**config.mk**
```make
export PLATFORM = sky130hd
export DESIGN_NAME = imem_loader
export DESIGN_NICKNAME = d
export VERILOG_FILES = /design/src/rtl/imem_pkg.sv /design/src/rtl/imem_loader_byte_packer.sv /design/src/rtl/imem_loader.sv
export SDC_FILE = /design/constraint.sdc
export NUM_CORES = 1
export LEC_CHECK = 0
export CORE_MARGIN = 2
export CORE_UTILIZATION = 25
export CTS_BUF_LIST = sky130_fd_sc_hd__clkbuf_16
export DETAILED_ROUTE_END_ITERATION = 8
export GPL_TIMING_DRIVEN = 0
export SETUP_SLACK_MARGIN = 0.5
export SLEW_MARGIN = 5
export SYNTH_ARGS = -nofsm -noshare
export SYNTH_HDL_FRONTEND = slang
export SYNTH_HIERARCHICAL = 1
export SYNTH_SLANG_ARGS = --single-unit
```
**constraint.sdc**
```tcl
create_clock -name clk -period 4.2 [get_ports clk]
set_clock_uncertainty 0.1 [all_clocks]
set_input_delay 0.84 -clock clk [delete_from_list [all_inputs] [get_ports clk]]
set_output_delay 0.84 -clock clk [all_outputs]
set_load 0.03 [all_outputs]
```
**src/rtl/imem_pkg.sv**
```systemverilog
// Shared types for the instruction-memory loader.
// FSM encoding, header length and word-address width.
package imem_pkg;

  localparam int HDR_BYTES = 4;
  localparam int WADDR_W   = 30;

  typedef enum logic [2:0] {
    IDLE     = 3'd0,
    HDR_ADDR = 3'd1,
    HDR_CNT  = 3'd2,
    DATA     = 3'd3,
    WRITE    = 3'd4,
    CSUM     = 3'd5,
    DONE     = 3'd6,
    ERR      = 3'd7
  } state_t;

endpackage

```
**src/rtl/imem_loader_byte_packer.sv**
```systemverilog
// Big-endian byte-to-word packer: first byte lands in [31:24].
// The word is presented combinationally with the 4th byte.
module byte_packer
  import imem_pkg::*;
(
  input  logic        clk,
  input  logic        rst,
  input  logic        clr,
  input  logic        push,
  input  logic [7:0]  din,
  output logic [31:0] word,
  output logic        last
);

  logic [23:0] sr;
  logic [1:0]  cnt;

  // shift accepted bytes in, count modulo 4
  always_ff @(posedge clk) begin
    if (rst || clr) begin
      sr  <= '0;
      cnt <= '0;
    end else if (push) begin
      sr  <= {sr[15:0], din};
      cnt <= cnt + 2'd1;
    end
  end

  assign word = {sr, din};
  assign last = push && (cnt == 2'(HDR_BYTES - 1));

endmodule

```
**src/rtl/imem_loader.sv**
```systemverilog
// Serial-to-IMEM loader: header (addr, count), data words, checksum.
// Define IMEM_LOADER_CSUM_EN to check a trailing 8-bit byte sum.
module imem_loader
  import imem_pkg::*;
#(
  parameter int MAX_WORDS = 4096
) (
  input  logic                 clk,
  input  logic                 rst,
  input  logic                 start,
  input  logic [7:0]           in_data,
  input  logic                 in_valid,
  output logic                 in_ready,
  output logic [WADDR_W-1:0]   imem_addr,
  output logic [31:0]          imem_din,
  output logic [3:0]           imem_we,
  output logic                 busy,
  output logic                 done,
  output logic                 err
);

  localparam logic [31:0] MAX_W = 32'(MAX_WORDS);

  state_t             state;
  logic [WADDR_W-1:0] base;
  logic [31:0]        n_words;
  logic [31:0]        idx;
  logic               accept;
  logic               idle_like;
  logic               pk_clr;
  logic               pk_last;
  logic [31:0]        pk_word;
`ifdef IMEM_LOADER_CSUM_EN
  logic [7:0]         csum;
`endif

  assign idle_like = (state == IDLE) || (state == DONE) || (state == ERR);
  assign pk_clr    = idle_like && start;
  assign accept    = in_valid && in_ready;

  byte_packer u_packer (
    .clk  (clk),
    .rst  (rst),
    .clr  (pk_clr),
    .push (accept),
    .din  (in_data),
    .word (pk_word),
    .last (pk_last)
  );

  // byte acceptance window; nothing is taken while in reset
  always_comb begin
    in_ready = 1'b0;
    unique case (state)
      HDR_ADDR, HDR_CNT, DATA: in_ready = !rst;
`ifdef IMEM_LOADER_CSUM_EN
      CSUM:                    in_ready = !rst;
`endif
      default:                 in_ready = 1'b0;
    endcase
  end

  assign imem_we = (state == WRITE && !rst) ? 4'hF : 4'h0;
  assign busy    = !idle_like;
  assign done    = (state == DONE);
  assign err     = (state == ERR);

  // load sequencer; addr/din only change when a word is staged
  always_ff @(posedge clk) begin
    if (rst) begin
      state     <= IDLE;
      base      <= '0;
      n_words   <= '0;
      idx       <= '0;
      imem_addr <= '0;
      imem_din  <= '0;
`ifdef IMEM_LOADER_CSUM_EN
      csum      <= '0;
`endif
    end else begin
      unique case (state)
        IDLE, DONE, ERR: begin
          if (start) begin
            state   <= HDR_ADDR;
            base    <= '0;
            n_words <= '0;
            idx     <= '0;
`ifdef IMEM_LOADER_CSUM_EN
            csum    <= '0;
`endif
          end
        end
        HDR_ADDR: begin
          if (pk_last) begin
            if (pk_word[1:0] != 2'b00) begin
              state <= ERR;
            end else begin
              base  <= pk_word[31:2];
              state <= HDR_CNT;
            end
          end
        end
        HDR_CNT: begin
          if (pk_last) begin
            n_words <= pk_word;
            if (pk_word > MAX_W)
              state <= ERR;
            else if (pk_word == 32'd0)
              state <= CSUM;
            else
              state <= DATA;
          end
        end
        DATA: begin
`ifdef IMEM_LOADER_CSUM_EN
          if (accept)
            csum <= csum + in_data;
`endif
          if (pk_last) begin
            imem_din  <= pk_word;
            imem_addr <= base + idx[WADDR_W-1:0];
            state     <= WRITE;
          end
        end
        WRITE: begin
          idx <= idx + 32'd1;
          if (idx + 32'd1 == n_words)
            state <= CSUM;
          else
            state <= DATA;
        end
        CSUM: begin
`ifdef IMEM_LOADER_CSUM_EN
          if (accept)
            state <= (in_data == csum) ? DONE : ERR;
`else
          state <= DONE;
`endif
        end
        default: state <= IDLE;
      endcase
    end
  end

endmodule

```
# Word level (Yosys, flattened, before mapping)
# Index checks and enable logic that the tools add are counted.
dict set report classes {
  order_cmp 1
  div 0
  n_reduce_logical 22
  eq_ne 14
  muxes 19
  multipliers 0
  shift 0
  n_bitwise 0
  addsub 3
}
# operator count
set op_table {}
lappend op_table {{$pmux W32 S2} 2}
lappend op_table {{$mux W30} 3}
lappend op_table {{$mux W32} 2}
lappend op_table {{$pmux W30 S2} 1}
lappend op_table {{$add A32 B1 Y32 const B} 1}
lappend op_table {{$eq A32 B32 Y1} 1}
lappend op_table {{$gt A32 B13 Y1 const B} 1}
lappend op_table {{$logic_not A32 Y1} 1}
lappend op_table {{$add A30 B30 Y30} 1}
lappend op_table {{$mux W3} 8}
lappend op_table {{$pmux W3 S6} 1}
lappend op_table {{$eq A3 B3 Y1 const B} 4}
lappend op_table {{$ne A2 B2 Y1 const B} 5}
lappend op_table {{$reduce_and A4 Y1} 2}
lappend op_table {{$reduce_bool A2 Y1} 4}
lappend op_table {{$eq A3 B2 Y1 const B} 2}
lappend op_table {{$reduce_or A3 Y1} 2}
lappend op_table {{$logic_and A1 B1 Y1} 4}
lappend op_table {{$mux W4} 1}
lappend op_table {{$reduce_and A2 Y1} 2}
lappend op_table {{$eq A3 B1 Y1 const B} 1}
lappend op_table {{$logic_not A3 Y1} 1}
lappend op_table {{$logic_or A1 B1 Y1} 3}
lappend op_table {{$reduce_and A3 Y1} 1}
lappend op_table {{4 further kinds} 5}
dict set report word_totals {
  inputBits 12
  latch_bits 0
  ram_bits 0
  romBits 0
  regBits 185
  memories 0
}

# Depth between registers and ports, before layout
# Gate-level depths: netlist (run 1).
dict set report depth {
  ltp_word 7
  mapped_depth 16
  ltp_nobuf 13
}

# By module
# The synthesis (run 1) kept the hierarchy.
# mod area_each_um2 cells_per_inst seq_area_each_um2 n_inst
set by_module_without_submodules {}
lappend by_module_without_submodules {imem_loader 8687.1 1159 3183.1 1}
lappend by_module_without_submodules {byte_packer 1039.7 95 520.5 1}

# Worst setup path after synthesis (run 1)
# Ideal clock, no wire load.
dict set report synth_path {
  path_type {in2reg}
  from {input rst}
  to {register imem_din[10]}
  t_required_ns 4.030
  cell_stages 12
  setup_time_ns 0.070
  path_buffers 6
  slack_ns 0.797
  arrival_ns 3.232
  path_cell_list {clkbuf_1 > nor2_1 > and2_1 > buf_6 > buf_6 > and2_1 > and3_1 > clkbuf_1 > clkbuf_1 > buf_1 > nand2_1 > a21oi_1}
}
dict set report synth_between {
  elab_chain_len 5
}
# item line_no
set synth_lines {}
lappend synth_lines {{from (decl)} imem_loader.sv:9} ;# input logic rst,
lappend synth_lines {{$logic_not A1 Y1} imem_loader.sv:55} ;# HDR_ADDR, HDR_CNT, DATA: in_ready = !rst;
lappend synth_lines {{$mux W1} imem_loader.sv:54} ;# unique case (state)
lappend synth_lines {{named net in_ready} imem_loader.sv:13} ;# output logic in_ready,
lappend synth_lines {{$logic_and A1 B1 Y1} imem_loader.sv:39} ;# assign accept = in_valid && in_ready;
lappend synth_lines {{named net accept} imem_loader.sv:28} ;# logic accept;
lappend synth_lines {{$logic_and A1 B1 Y1} imem_loader_byte_packer.sv:30} ;# assign last = push && (cnt == 2'(HDR_BYTES - 1));
lappend synth_lines {{named net pk_last} imem_loader.sv:31} ;# logic pk_last;
lappend synth_lines {{$reduce_and A2 Y1 (no line)} -}
lappend synth_lines {{to (signal assigned)} imem_loader.sv:120} ;# imem_din <= pk_word;
lappend synth_lines {{to (decl)} imem_loader.sv:15} ;# output logic [31:0] imem_din,
# The timed path passes the listed nets, and every way through them passes these cells.
# A chain may end at the register's enable or synchronous reset.

# Worst setup path after layout (run 1)
dict set report layout_path {
  from {register idx[4]}
  to {register state[2]}
}
dict set report layout_between {
  elab_chain_len 4
}
# item line_no
set layout_lines {}
lappend layout_lines {{from (decl)} imem_loader.sv:27} ;# logic [31:0] idx;
lappend layout_lines {{from (signal assigned)} imem_loader.sv:126} ;# idx <= idx + 32'd1;
lappend layout_lines {{$add A32 B1 Y32} imem_loader.sv:127} ;# if (idx + 32'd1 == n_words)
lappend layout_lines {{$eq A32 B32 Y1} imem_loader.sv:127}
lappend layout_lines {{$mux W3} imem_loader.sv:127}
lappend layout_lines {{$pmux W3 S6} imem_loader.sv:81} ;# unique case (state)
lappend layout_lines {{to (signal assigned)} imem_loader.sv:84} ;# state <= HDR_ADDR;
lappend layout_lines {{to (signal assigned)} imem_loader.sv:128} ;# state <= CSUM;
lappend layout_lines {{to (signal assigned)} imem_loader.sv:130} ;# state <= DATA;
lappend layout_lines {{to (decl)} imem_loader.sv:24} ;# state_t state;
# Every way passes these cells.

==> out/qor.yml, run 1 <==
run_status:
  status: "finished, final reports clean"
routing:
  ant_nets: 0
  drtIter0Drc: 806
  vias_per_cell: 5.00
  drc: 0
  routedWlPerCell_um: 17.6
  wl_um: 33200
  firstDrtPassIters: 5
  via_count: 9412
global_routing:
  grt_max_degree: 17
  grt_pass1_wl_um: 50700
  grt_pass1_vias: 8602
  grt_antenna_before_repair: 0
  track_usage_pct: 16.1
  grt.overflow.total: 0
yosys:
  synthArstFlopShare_pct: 0
  synth_fa_ha_area_share_pct: 4.45
  synthSimpleGateAreaFrac_pct: 24.6
  syn-num-nets: 1300
  synth_top_family_by_area: "simple AND/OR/NAND/NOR gates"
  synth_xor_area_share_pct: 6.03
  synth-compound-area-share_pct: 18.6
  ys_seq_elements: 185
  syn-cell-area_um2: 9730
  synth-edff-count: 0
  synth_area_per_cell_um2: 7.76
  synth_mux_area_share_pct: 2.78
  synth_cell_types: 68
  syn_inst: 1254
  ys.flop_type: "dfxtp_1"
  synth_seq_area_share_pct: 38.1
  synth_warnings: 6
finish:
  multi_input_area_um2: 5550
  drive_gt1_share_pct: 6.81
  n_fill_cell: 4231
  area_growth_pct: 21.3
  final_common_cell: "nand2_1"
  regArea_um2: 3710
  nNetsFinal: 1399
  antennaDiodeCount: 0
  fin_area_um2: 11800
  finalNonFillerCells: 1883
  final_cell_mix: "218 x nand2_1, 183 x dfxtp_1, 175 x a21oi_1, 98 x nor2_1, 80 x clkdlybuf4s50_1"
die:
  core_area_um2: 38600
  pin_count: 82
  rows: 72
  die_h_um: 201
  dieArea_um2: 40500
  start_util_pct: 25.2
  die_x_um: 201
critical_path:
  cp.arrival_ns: 3.87
  critPathCaptureType: "register"
  cp_num_buf_inv: 2
  cpMaxStageDelayCell: "or4_4"
  rr_worst_depth: 10
  crit_family: "simple AND/OR/NAND/NOR gates"
  cp_cell_sequence: "buf_2, nand4_2, or4_4, buf_2, nor3_2, xnor2_1, nor4_2, nand4_1, or4_1, o21ai_1"
  path_depth: 10
  path_max_fanout: 10
  critPathKind: "register to register"
  cpMostUsedCell: "buf_2"
  required_ns: 4.48
  cp-start-kind: "register"
  critical_path.max_stage_delay_ns: 0.63
cts:
  clk_latency_ns: 0.45
  cts_tree: "yes"
  cts_root_buffer: "clkbuf_16"
  cts_buffer_depth: 2
  clk_pin_slew_worst_paths_ns: 0.07
  clock_sinks: 185
  cts_buffers: 17
  postCtsSetupRepairBufs: 0
  cts.htree.levels: 4
sta:
  setup_violations: 0
  max_freq_mhz: 278
  final.setup.tns_ns: 0
  fin_crit_ns: 3.60
  slew_viol_final: 0
  post-route-period-util_pct: 85.6
  final_hold_viol_count: 0
  max_slew_margin_pct: 28.8
  worst_slew_pin_slew_ns: 1.07
  rsz0062_at_grt: "no"
placed_design:
  place_congestion: 0.913
  placed_area_um2: 11200
  post-dp-hpwl_um: 25200
  placed_cells: 1852
  port_buffers: 80
pwr:
  p_per_area_nw_per_um2: 305
  p_leak_uw: 0.00411
  power_uw: 3600
  peakVddDrop_v: 0.000316
run:
  cap_violations: 0
min_path:
  min_path_cells: 2
  min_path_type: "register to register"
[sequential cells by signal (all words and copies together), names as in the netlist]
| register | flops |
|---|---|
| base | 30 |
| idx | 32 |
| imem_addr | 30 |
| imem_din | 32 |
| n_words | 32 |
| state | 3 |
| u_packer/cnt | 2 |
| u_packer/sr | 24 |
[per-stage QoR]
stage / worst slack (ns) / hold slack, ns / utilization (%)
3_3_place_gp: -0.379 / 0.346 / 29.0
2_1_floorplan: 0.797 / 0.332 / -
6_report: 0.604 / 0.353 / 30.6
5_1_grt: 0.484 / 0.371 / 30.6
3_5_place_dp: -0.423 / 0.347 / 29.0
4_1_cts: 0.481 / 0.357 / 30.5
[kinds of logic (layout without fill, tap and decap cells)]
group	after synthesis	after routing
adder cells (fa/ha/maj)	34	34
buffers and inverters	114	225
flip-flops	185	185
multiplexers	27	27
XOR/XNOR	67	67
AND/OR/NAND/NOR	514	514
AO/OA/AOI/OAI	313	313
[where the power goes]
part / total [µW] / switching, µW / internal, µW
registers: 1770 / 8.62 / 1760
logic: 256 / 186 / 70.1
clock network: 1570 / 754 / 819
total: 3600 / 949 / 2650
[final cells by class]
class	instances	share of cell area [%]
plain buffers	90	3.90
clock buffers	17	3.61
clock inverters	14	1.04
inverters	24	0.763
multi-input cells	955	47.0
flip-flops and latches	185	31.4
well taps	518	5.49
repair buffers	80	6.79
[repair_timing]
item	4_1_cts	5_1_grt
hold buffers	0	0
endpoints found under the setup margin	94	118
gates resized for setup	15	26
endpoints found under the hold margin	0	0
pin swaps	0	0
[synthesized netlist by cell type, drive strengths merged (3+ instances only)]
library cell / number / area, µm²
xnor2: 47 / 412
nand2b: 5 / 31.3
nand3b: 9 / 67.6
a21o: 15 / 113
nand3: 78 / 390
dfxtp: 185 / 3700
nor3: 21 / 138
xor2: 20 / 175
nand4: 10 / 68.8
nand2: 218 / 818
buf: 23 / 185
a211oi: 13 / 97.6
a2111oi: 3 / 32.5
inv: 24 / 90.1
o21ai: 48 / 240
nor3b: 4 / 30.0
and4: 4 / 35.0
mux2i: 27 / 270
a31oi: 11 / 68.8
nor2b: 11 / 68.8
a22oi: 9 / 67.6
nor4: 16 / 115
a21oi: 175 / 876
and2: 6 / 40.0
nor2: 101 / 382
or2: 3 / 18.8
clkbuf: 67 / 251
or4: 4 / 33.8
o22ai: 3 / 18.8
ha: 33 / 413
a311oi: 4 / 35.0
o31ai: 9 / 67.6
o21a: 5 / 37.5
and3: 12 / 75.1
or3: 9 / 56.3
a211o: 3 / 26.3
[routing by layer]
metal,track usage (%),routed length [µm]
met5,0,0
met4,5.07,642
met3,3.47,2340
met2,25.5,14900
met1,21.9,15300
[path summary, 6_finish.rpt]
path,from,to,slack (ns)
setup / recovery,idx[4],state[2],0.60
hold / removal,n_words[6],n_words[6],0.35
setup reg to reg,idx[4],state[2],0.60
hold reg to reg,n_words[6],n_words[6],0.35
[worst register-to-register path, cell delays in order (launching register included)]
cell and delay, ns:
dfxtp_1 0.39, buf_2 0.22, nand4_2 0.22, or4_4 0.63, buf_2 0.23, nor3_2 0.27
xnor2_1 0.17, nor4_2 0.40, nand4_1 0.20, or4_1 0.56, o21ai_1 0.15
No activity file was read; power rests on OpenSTA's default activity.
==> run 2, diff against run 1 <==
- CORE_MARGIN: 2 -> unset
==> out/qor.yml, run 2 (synthesized netlist as in run 1, its figures left out) <==
run_status:
  status: "finished, final reports clean"
cts:
  cts.htree.levels: 4  # unchanged
  clk_latency_ns: 0.44  # about the same
  cts_buffer_depth: 2  # unchanged
  clk_pin_slew_worst_paths_ns: 0.08  # about the same
  cts_buffers: 17  # unchanged
  cts_tree: "yes"
  cts_root_buffer: "clkbuf_16"
  postCtsSetupRepairBufs: 0  # unchanged
  clock_sinks: 185  # unchanged
finish:
  fin_area_um2: 11800  # +0.24%
  multi_input_area_um2: 5560  # +0.16%
  final_cell_mix: "218 x nand2_1, 183 x dfxtp_1, 175 x a21oi_1, 98 x nor2_1, 80 x clkdlybuf4s50_1"
  drive_gt1_share_pct: 7.03  # +0.21 points
  antennaDiodeCount: 0  # unchanged
  reg.largest.list: "idx: 32 flops, imem_din: 32 flops, n_words: 32 flops"
  area_growth_pct: 21.6
  n_fill_cell: 4102  # -3.0%
  final_common_cell: "nand2_1"
  regArea_um2: 3710  # unchanged
  nNetsFinal: 1399  # unchanged
placed_design:
  place_congestion: 0.908  # -0.65%
  placed_area_um2: 11200  # about the same
  port_buffers: 80  # unchanged
  post-dp-hpwl_um: 25100  # -0.22%
sta:
  slew_viol_final: 0  # unchanged
  fin_crit_ns: 3.59  # -0.00660 ns
  post-route-period-util_pct: 85.5  # -0.16 points
  worst_hold_slack_ns: 0.352  # -0.00115 ns
  worst_slew_pin_slew_ns: 1.16  # +0.0904 ns
  final_hold_viol_count: 0  # unchanged
  max_slew_margin_pct: 22.8  # -6.0 points
  max_freq_mhz: 279  # +0.18%
  setup_violations: 0  # unchanged
  rsz0062_at_grt: "no"
routing:
  routedWlPerCell_um: 17.6  # about the same
  firstDrtPassIters: 5  # unchanged
  wl_um: 33100  # -0.37%
  via_count: 9516  # +1.1%
  vias_per_cell: 5.07  # +1.4%
  ant_nets: 0  # unchanged
  drc: 0  # unchanged
  drtIter0Drc: 905  # +12%
die:
  core_area_um2: 37900  # -1.6%
  die_x_um: 199  # -0.99%
  pin_count: 82  # unchanged
  rows: 71  # -1.4%
  die_h_um: 199  # -0.99%
  dieArea_um2: 39700  # -2.0%
  start_util_pct: 25.6  # +0.42 points
critical_path:
  cp_cell_sequence: "clkdlybuf4s50_1, clkbuf_2, nor2_2, buf_4, clkdlybuf4s50_1"
  critPathKind: "primary input to primary output"
  cp-start-kind: "primary input"
  path_max_fanout: 10  # unchanged
  cp.arrival_ns: 2.65  # -1.22 ns
  cpMostUsedCell: "clkdlybuf4s50_1"
  critical_path.max_stage_delay_ns: 0.66  # +0.03 ns
  critPathCaptureType: "primary output"
  required_ns: 3.26  # -1.22 ns
  cpMaxStageDelayCell: "clkdlybuf4s50_1"
pwr:
  peakVddDrop_v: 0.000236  # -25%
  p_leak_uw: 0.00412  # +0.22%
  p_per_area_nw_per_um2: 309  # +1.4%
global_routing:
  track_usage_pct: 16.7  # +0.58 points
  grt_max_degree: 20  # +3
  grt_antenna_before_repair: 0  # unchanged
  grt_pass1_wl_um: 50100  # -1.2%
  grt.overflow.total: 0  # unchanged
  grt_pass1_vias: 8478  # -1.4%
run:
  cap_violations: 0  # unchanged
min_path:
  min_path_type: "register to register"
[run 2: final timing paths]
kind                startpoint      endpoint  slack, ns  cells past startpoint
setup / recovery           rst    imem_we[2]       0.61                      5
setup reg to reg        idx[5]      state[2]       0.63                      9
hold / removal    imem_addr[3]  imem_addr[3]       0.35                      2
hold reg to reg   imem_addr[3]  imem_addr[3]       0.35                      2
[run 2: metal layers]
layer,up-vias,global-route usage (%),part of all wire (%)
li1,4578,-,-
met1,4555,23.0,47
met2,334,26.6,45
met3,49,3.05,5.9
met4,0,4.13,1.7
met5,-,0,0
[run 2: power breakdown]
group	switching (µW)	leakage [µW]	internal, µW
clock	832	0.000283	800
combinational	186	0.00234	70.1
sequential	8.87	0.00149	1760
[run 2: repair_timing]
item,in CTS,in global routing
hold buffers,0,0
pin swaps,0,0
setup endpoints to repair,103,123
resized for setup,16,27
[run 2: worst max-delay path: cells and delay by family]
kind / cells / cell delay [ns]
buf+inv: 4 / 1.54
simple gates: 1 / 0.27
[run 2: per-stage QoR]
stage                     util, %  std cells  setup TNS (ns)  worst slack, ns  total power [µW]
after floorplan                 -       1254               0            0.797              1960
after global placement       29.4       1845          -15.02           -0.325              2050
after detailed placement     29.4       1845          -12.80           -0.297              2060
after CTS                    31.0       1877               0            0.507              3670
after global routing         31.2       1877               0            0.514              3760
final                        31.2       1877               0            0.610              3650
[run 2: layout make-up]
| cell class | instances | area share [%] |
|---|---|---|
| Clock buffer | 17 | 3.60 |
| Tap cell | 511 | 5.41 |
| Sequential cell | 185 | 31.3 |
| Buffer | 90 | 3.90 |
| Timing Repair Buffer | 80 | 6.77 |
| Clock inverter | 15 | 1.27 |
| Inverter | 24 | 0.762 |
| Multi-Input combinational cell | 955 | 47.0 |
==> run 3, diff against run 2 <==
- CORE_MARGIN: unset -> 5
- CTS_CLUSTER_DIAMETER: unset -> 50
==> out/qor.yml, run 3 (synthesized netlist as in run 1, its figures left out) <==
placed_design:
  placed_cells: 1852  # +0.38%
  placed_area_um2: 11200  # about the same
  place_congestion: 0.911  # +0.43%
  port_buffers: 80  # unchanged
  post-dp-hpwl_um: 25600  # +1.9%
cts:
  clock_sinks: 185  # unchanged
  cts_tree: "yes"
  clk_pin_slew_worst_paths_ns: 0.07  # about the same
  cts_buffers: 17  # unchanged
  clk_latency_ns: 0.44  # about the same
  hold_buffers: 0  # unchanged
  cts.htree.levels: 4  # unchanged
  cts_root_buffer: "clkbuf_16"
  cts_buffer_depth: 2  # unchanged
  postCtsSetupRepairBufs: 0  # unchanged
global_routing:
  grt_use_met1_pct: 21.2  # -1.9 points
  grt_antenna_before_repair: 0  # unchanged
  grt.overflow.total: 0  # unchanged
  grt_pass1_wl_um: 52100  # +4.2%
  grt_pass1_vias: 8890  # +4.9%
  grt_use_met2_pct: 23.8  # -2.8 points
  grt_busiest_layer: "met2"
  grtUsageMet3_pct: 3.02  # -0.032 points
  grt_max_degree: 17  # -15%
  track_usage_pct: 15.2  # -1.5 points
routing:
  ant_nets: 0  # unchanged
  firstDrtPassIters: 5  # unchanged
  routedWlPerCell_um: 17.8  # +1.1%
  via_count: 9478  # -0.40%
  drc: 0  # unchanged
  vias_per_cell: 5.03  # -0.77%
  wl_um: 33600  # +1.5%
  drtIter0Drc: 952  # +5.2%
finish:
  drive_gt1_share_pct: 7.17  # +0.15 points
  final_cell_mix: "218 x nand2_1, 183 x dfxtp_1, 174 x a21oi_1, 98 x nor2_1, 80 x clkdlybuf4s50_1"
  reg.largest.list: "idx: 32 flops, imem_din: 32 flops, n_words: 32 flops"
  post-route-util_pct: 30.7  # -0.53 points
  antennaDiodeCount: 0  # unchanged
  area_growth_pct: 21.5  # about the same
  nNetsFinal: 1399  # unchanged
  finalNonFillerCells: 1884  # +0.37%
  fin_area_um2: 11800  # about the same
  final_common_cell: "nand2_1"
sta:
  slew_viol_final: 0  # unchanged
  final_hold_viol_count: 0  # unchanged
  final.setup.tns_ns: 0  # unchanged
  max_freq_mhz: 279  # about the same
  worst_slew_pin_slew_ns: 1.04  # -0.121 ns
  fin_crit_ns: 3.59  # -0.00323 ns
  max_slew_margin_pct: 30.8  # +8.0 points
  setup_violations: 0  # unchanged
  post-route-period-util_pct: 85.4  # about the same
  rsz0062_at_grt: "yes"
critical_path:
  cp.arrival_ns: 2.65  # about the same
  critical_path.max_stage_delay_ns: 0.66  # about the same
  regToRegStartpoint: "idx[4]"
  cp-start-kind: "primary input"
  cpMaxStageDelayCell: "clkdlybuf4s50_1"
  rr_endpoint: "state[2]"
  critPathKind: "primary input to primary output"
  cpMostUsedCell: "clkdlybuf4s50_1"
  cp_cell_sequence: "clkdlybuf4s50_1, clkbuf_2, nor2_2, buf_4, clkdlybuf4s50_1"
  critPathCaptureType: "primary output"
  rr_worst_depth: 11  # +2
  path_max_fanout: 10  # unchanged
  required_ns: 3.26  # about the same
  rrSetupSlack_ns: 0.70  # +0.07 ns
die:
  start_util_pct: 25.2  # -0.42 points
  pin_count: 82  # unchanged
  die_x_um: 207  # +4.0%
  core_area_um2: 38600  # +1.6%
  rows: 72  # +1.4%
  dieArea_um2: 43000  # +8.2%
  die_h_um: 207  # +4.0%
min_path:
  worstHoldStart: "imem_din[2]"
  min_to: "imem_din[2]"
  min_path_cells: 2  # unchanged
  min_path_type: "register to register"
run_status:
  status: "finished, final reports clean"
pwr:
  p_per_area_nw_per_um2: 303  # -1.8%
  peakVddDrop_v: 0.000257  # +8.6%
  p_leak_uw: 0.00413  # +0.38%
  power_uw: 3590  # -1.9%
run:
  cap_violations: 0  # unchanged
==> run 3: cell types whose count changed in the layout (fill, tap and decap cells not counted), sizes merged <==
cell	change
bufinv	+1
clkinv	+2
clkinvlp	+2
inv	-5
==> run 3: metrics by stage <==
step	setup WS [ns]	hold slack, ns
final	0.614	0.355
after global routing	0.475	0.372
after CTS	0.504	0.356
after detailed placement	-0.343	0.347
after global placement	-0.342	0.346
after floorplan	0.797	0.332
==> run 3: where the power goes <==
group | internal (µW) | switching, µW | leakage, µW
Clock | 817 | 744 | 0.000273
Sequential | 1760 | 8.69 | 0.00149
Combinational | 70.7 | 187 | 0.00237
==> run 3: cell type report <==
class	count	area (µm²)
multi-input cells	955	5560
flip-flops and latches	185	3710
clock buffers	17	425
repair buffers	80	801
inverters	24	90.1
fillers	4224	26700
plain buffers	90	463
clock inverters	15	124
well taps	518	648
==> run 3: metal layers <==
layer | up-vias | wire length [µm]
met4 | 0 | 880
li1 | 4581 | -
met3 | 57 | 2220
met2 | 348 | 15000
met5 | - | 0
met1 | 4492 | 15500
==> run 3: critical path, delay by kind of cell <==
family	cells	cell delay (ns)
simple gates	1	0.28
buf+inv	4	1.52
==> run 3: how the worst max path moves through the flow <==
stage	start	end	slack, ns	cells after the start
6_report	rst	imem_we[3]	0.61	5
5_1_grt	rst	imem_we[3]	0.47	5
4_1_cts	rst	imem_we[3]	0.50	5
3_5_place_dp	rst	imem_din[16]	-0.34	13
3_3_place_gp	rst	imem_din[24]	-0.34	13
2_1_floorplan	rst	imem_din[10]	0.80	12
==> run 3: repair_timing <==
| item | 4_1_cts | 5_1_grt |
|---|---|---|
| gates resized for setup | 15 | 34 |
| pin swaps | 0 | 1 |
| setup endpoints to repair | 94 | 125 |
| cloned | 0 | 0 |
==> variant 1, RTL diff (settings of run 2) <==
Add a define of `IMEM_LOADER_CSUM_EN`.
--- a/src/rtl/imem_loader.sv
+++ b/src/rtl/imem_loader.sv
@@ -1,4 +1,6 @@
 // Serial-to-IMEM loader: header (addr, count), data words, checksum.
 // Define IMEM_LOADER_CSUM_EN to check a trailing 8-bit byte sum.
+`define IMEM_LOADER_CSUM_EN
+
 module imem_loader
   import imem_pkg::*;
Check against the original RTL: not equivalent (Yosys sat finds a counterexample within 10 cycles, from zero or initial values and one cycle with rst high).
==> variant 1 against run 2 <==
Setup slack gained 29 ps; sequential share of layout area shrank 1.0 points; synthesized area grew 8.4%; sequential cell count grew 8; global-route usage grew 0.44 points; wire length grew 14%; count of clock-buffer cells in the layout is the same; final area grew 7.9%; highest routed layer unchanged.
Power is not compared: it rests on default switching activity, and its combinational part moved more than twofold at a synthesized area within 25%.
==> variant 1: results (changes against run 2) <==
Status
  • Status: complete, no violations

Worst setup path
  • Reg2reg setup slack: 710 ps (+80 ps)
  • Worst reg-to-reg path cell count: 8 (-1)

Detailed routing
  • Wire length on met1: 18.18 mm (+17%)
  • Routed wl met2: 16.27 mm (+8.5%)
  • Detailed Route WL: 37.70 mm (+14%)
  • Via count: 10,340 (+8.6%)
  • Met3 WL: 2.659 mm (+36%)

Layout
  • Multi-input gate share of total cell area: 48.58% (+1.6 points)
  • Signal buffers: 186 (+9.4%)
  • Layout cells sized above 1: 6.866% (-0.16 points)
  • Seq/total area: 30.28% (-1.0 points)
  • Clock network area share: 4.921% (+0.055 points)
  • Non-clock buffer share of cell area: 10.56% (-0.11 points)
  • Fillcell total: 4,392 (+7.1%)
  • Final Net Count: 1,511 (+8.0%)
  • Inverters: 15 (-38%)

STA
  • Final Critical Period: 3561 ps (-28.67 ps)
  • Measured slew at the worst slew-check pin: 1005 ps (-154.0 ps)

Synth
  • Synthesized area per cell: 7.790 µm² (+0.43%)
  • Post-synth top cells: nand2_1, dfxtp_1, a21oi_1
  • Top cells by area, synth: dfxtp_1, nand2_1, a21oi_1, ha_1, nor2_1
  • Synth cell types: 74 (+8.8%)
  • Sequential fraction of the synthesis area: 36.66% (-1.4 points)

Placement
  • Port Buffers: 81 (+1.3%)
  • Worst slack at placement: -472.4 ps (-175.2 ps)
  • Cell Count Post-Placement: 1,967 (+6.6%)
  • RePlAce Congestion: 0.9367 (+3.2%)

Clock network
  • CTS Sinks: 193 (+4.3%)
  • Setup bufs post-CTS: 2 (+2)
  • CTS resizes: 18 (+2)

Global route
  • Routing usage on met2: 25.84% (-0.80 points)
  • Met3 Use GR: 2.769% (-0.29 points)
  • Number of global-route vias before repair: 9,500 (+12%)
  • Total track usage: 17.14% (+0.44 points)
  • First-pass GRT wire length: 57.17 mm (+14%)
[variant 1: stage by stage]
step / area (µm²) / power [mW] / hold WS [ps] / util [%]
after floorplan: 10540 / 2.581 / 336.2 / -
after global placement: 12020 / 2.905 / 343.6 / 29.16
after detailed placement: 12030 / 2.915 / 347.2 / 29.20
after CTS: 12700 / 4.644 / 358.0 / 30.81
after global routing: 12760 / 4.843 / 373.9 / 30.98
final: 12760 / 4.650 / 353.2 / 30.98
[variant 1: final timing paths]
path | from | endpoint
worst max-delay path | rst | imem_addr[8]
worst min-delay path | imem_addr[2] | imem_addr[2]
worst max register to register | idx[7] | state[1]
worst min register to register | imem_addr[2] | imem_addr[2]
[variant 1: kinds of logic after synthesis]
logic type,after synthesis,share of synthesized area [%]
simple gates,586,26.41
compound gates,321,18.39
buf+inv,115,5.093
fa+ha+maj,41,5.010
xor+xnor,66,5.484
flops,193,36.66
mux,31,2.956
==> variant 2, RTL diff (flow settings as in run 2) <==
Without the edit above. The 8 states of `state_t` get a Gray code encoding in 3 bits.
--- a/src/rtl/imem_pkg.sv
+++ b/src/rtl/imem_pkg.sv
@@ -7,12 +7,12 @@
 
   typedef enum logic [2:0] {
-    IDLE     = 3'd0,
-    HDR_ADDR = 3'd1,
-    HDR_CNT  = 3'd2,
-    DATA     = 3'd3,
-    WRITE    = 3'd4,
-    CSUM     = 3'd5,
-    DONE     = 3'd6,
-    ERR      = 3'd7
+    IDLE     = 3'b000,
+    HDR_ADDR = 3'b001,
+    HDR_CNT  = 3'b011,
+    DATA     = 3'b010,
+    WRITE    = 3'b110,
+    CSUM     = 3'b111,
+    DONE     = 3'b101,
+    ERR      = 3'b100
   } state_t;
 
Check against the original RTL: no difference found for any inputs over 10 cycles, from zero or initial values and one cycle with rst high; not proved beyond that.
==> variant 2 against run 2 <==
Synthesized area up 1.8%; via count grew 2.8%; final area increased by 1.8%; setup slack got worse by 25 ps; die area rose by 1.7%; sequential cell count stayed put; wire length rose by 8.4%; power is 0.81% lower; largest cell class unchanged.
==> variant 2: results (changes against run 2) <==
Clock network
  • CTS root buffer: clkbuf_16
  • Worst skew pair latency: 450 ps
  • Clk slew on worst S/H paths: 70 ps
  • Htree depth: 4 (unchanged)
  • Largest buffer count on any clock path: 2 (unchanged)
  • Total CTS buffers: 17 (unchanged)

Placement
  • Worst slack at placement: -770.5 ps (-473.3 ps)
  • Cell Count Post-Placement: 1,875 (+1.6%)
  • RePlAce Congestion: 0.9627 (+6.1%)
  • DP HPWL: 26.99 mm (+7.4%)
  • DP Area: 0.01136 mm² (+1.7%)
  • Port Buffers: 81 (+1.3%)

Detailed routing
  • First drt pass iteration count: 5 (unchanged)
  • DR top layer: met4
  • DRT iter0 DRCs: 829 (-8.4%)
  • Via/cell ratio: 5.126 (+1.1%)
  • Via count: 9,785 (+2.8%)
  • Met3 WL: 2.395 mm (+23%)
  • Routed wl met2: 16.10 mm (+7.4%)
  • Average wire per standard cell: 18.78 µm (+6.6%)
  • Wire length on met1: 16.10 mm (+3.4%)

Worst setup path
  • Arrival @ worst endpoint: 2680 ps (+30 ps)
  • Max Fanout on Critical Path: 10 (unchanged)
  • CP max-delay cell: clkdlybuf4s50_1
  • Max incr delay on CP: 480 ps (-180 ps)
  • Delay-heaviest family, CP: buffers and inverters

Layout
  • Biggest registers after layout: idx x32, imem_din x32, n_words x32
  • Final Net Count: 1,423 (+1.7%)
  • Layout cells sized above 1: 6.902% (-0.13 points)
  • # diodes: 0 (unchanged)

Global route
  • Routing usage on met2: 27.92% (+1.3 points)
  • Largest net degree at the start of global routing: 19 (-5.0%)
  • First-pass GRT wire length: 54.51 mm (+8.9%)
  • Number of global-route vias before repair: 9,202 (+8.5%)
  • Initial antenna violation count: 0 (unchanged)
  • Total track usage: 17.50% (+0.81 points)
  • Layer with the highest usage: met2
  • Met1 Use GR: 22.99% (about the same)
  • Met3 Use GR: 3.458% (+0.40 points)

Synth
  • Top cells by area, synth: dfxtp_1, a21oi_1, nand2_1, nand3_1, ha_1
  • Async S/R FF share, synth: 0% (unchanged)
  • Synth Warn #: 6 (unchanged)
  • Post-synth top cells: nand2_1, dfxtp_1, a21oi_1
  • Synth cell types: 72 (+5.9%)
  • Sequential fraction of the synthesis area: 37.42% (-0.66 points)
  • Synth Instances: 1,276 (+1.8%)
  • Ys flop type: dfxtp_1

Status
  • Status: complete, no violations

Pwr
  • Peak VDD IR: 252.5 µV (+6.8%)
  • Static Leakage: 4.214 nW (+2.4%)

STA
  • Slew headroom: 44.86% (+22 points)

Worst hold path
  • Hold Path Class: reg2reg
## variant 2: layout make-up
class	count	area (µm²)
plain buffers	101	523.0
multi-input cells	975	5667
inverters	15	56.30
clock inverters	14	178.9
well taps	518	648.1
fillers	4136	26790
flip-flops and latches	185	3706
clock buffers	17	425.4
repair buffers	84	832.0
## variant 2: timing repair
action,4_1_cts,5_1_grt
buffers inserted,3,0
pin swaps,1,0
gates resized for setup,22,19
endpoints found under the setup margin,99,110
## variant 2: logic make-up (layout without fill, tap and decap cells)
group,after synthesis,in the layout,synth area share [%]
simple gates,539,539,25.86
compound gates,318,318,19.11
flops,185,185,37.42
buf+inv,116,231,5.499
xor+xnor,56,56,4.955
fa+ha+maj,32,32,4.121
mux,30,30,3.034
## variant 2: metrics by stage
| step | TNS, ps | utilization (%) |
|---|---|---|
| after floorplan | 0 | - |
| after global placement | -31230 | 29.26 |
| after detailed placement | -33640 | 29.26 |
| after CTS | 0 | 30.95 |
| after global routing | 0 | 31.00 |
| final | 0 | 31.00 |
## variant 2: worst paths after layout
check                                     end          from  slack, ps  cells past startpoint
worst max-delay path               imem_we[3]           rst        580                      7
worst min-delay path             imem_addr[5]  imem_addr[5]        360                      2
worst max register to register  imem_addr[28]        idx[0]        670                     11
worst min register to register   imem_addr[5]  imem_addr[5]        360                      2
## variant 2: where the power goes
part           leakage, nW  switching, mW  internal [mW]  total, mW
sequential            1.49        0.00655           1.76       1.76
combinational         2.43          0.117         0.0484      0.165
clock                0.294          0.793          0.904       1.70
## variant 2: worst min-delay path, cell delays in order, from the launching register on
cell	delay, ps
dfxtp_1	310
nand2_1	50
a21oi_1	50
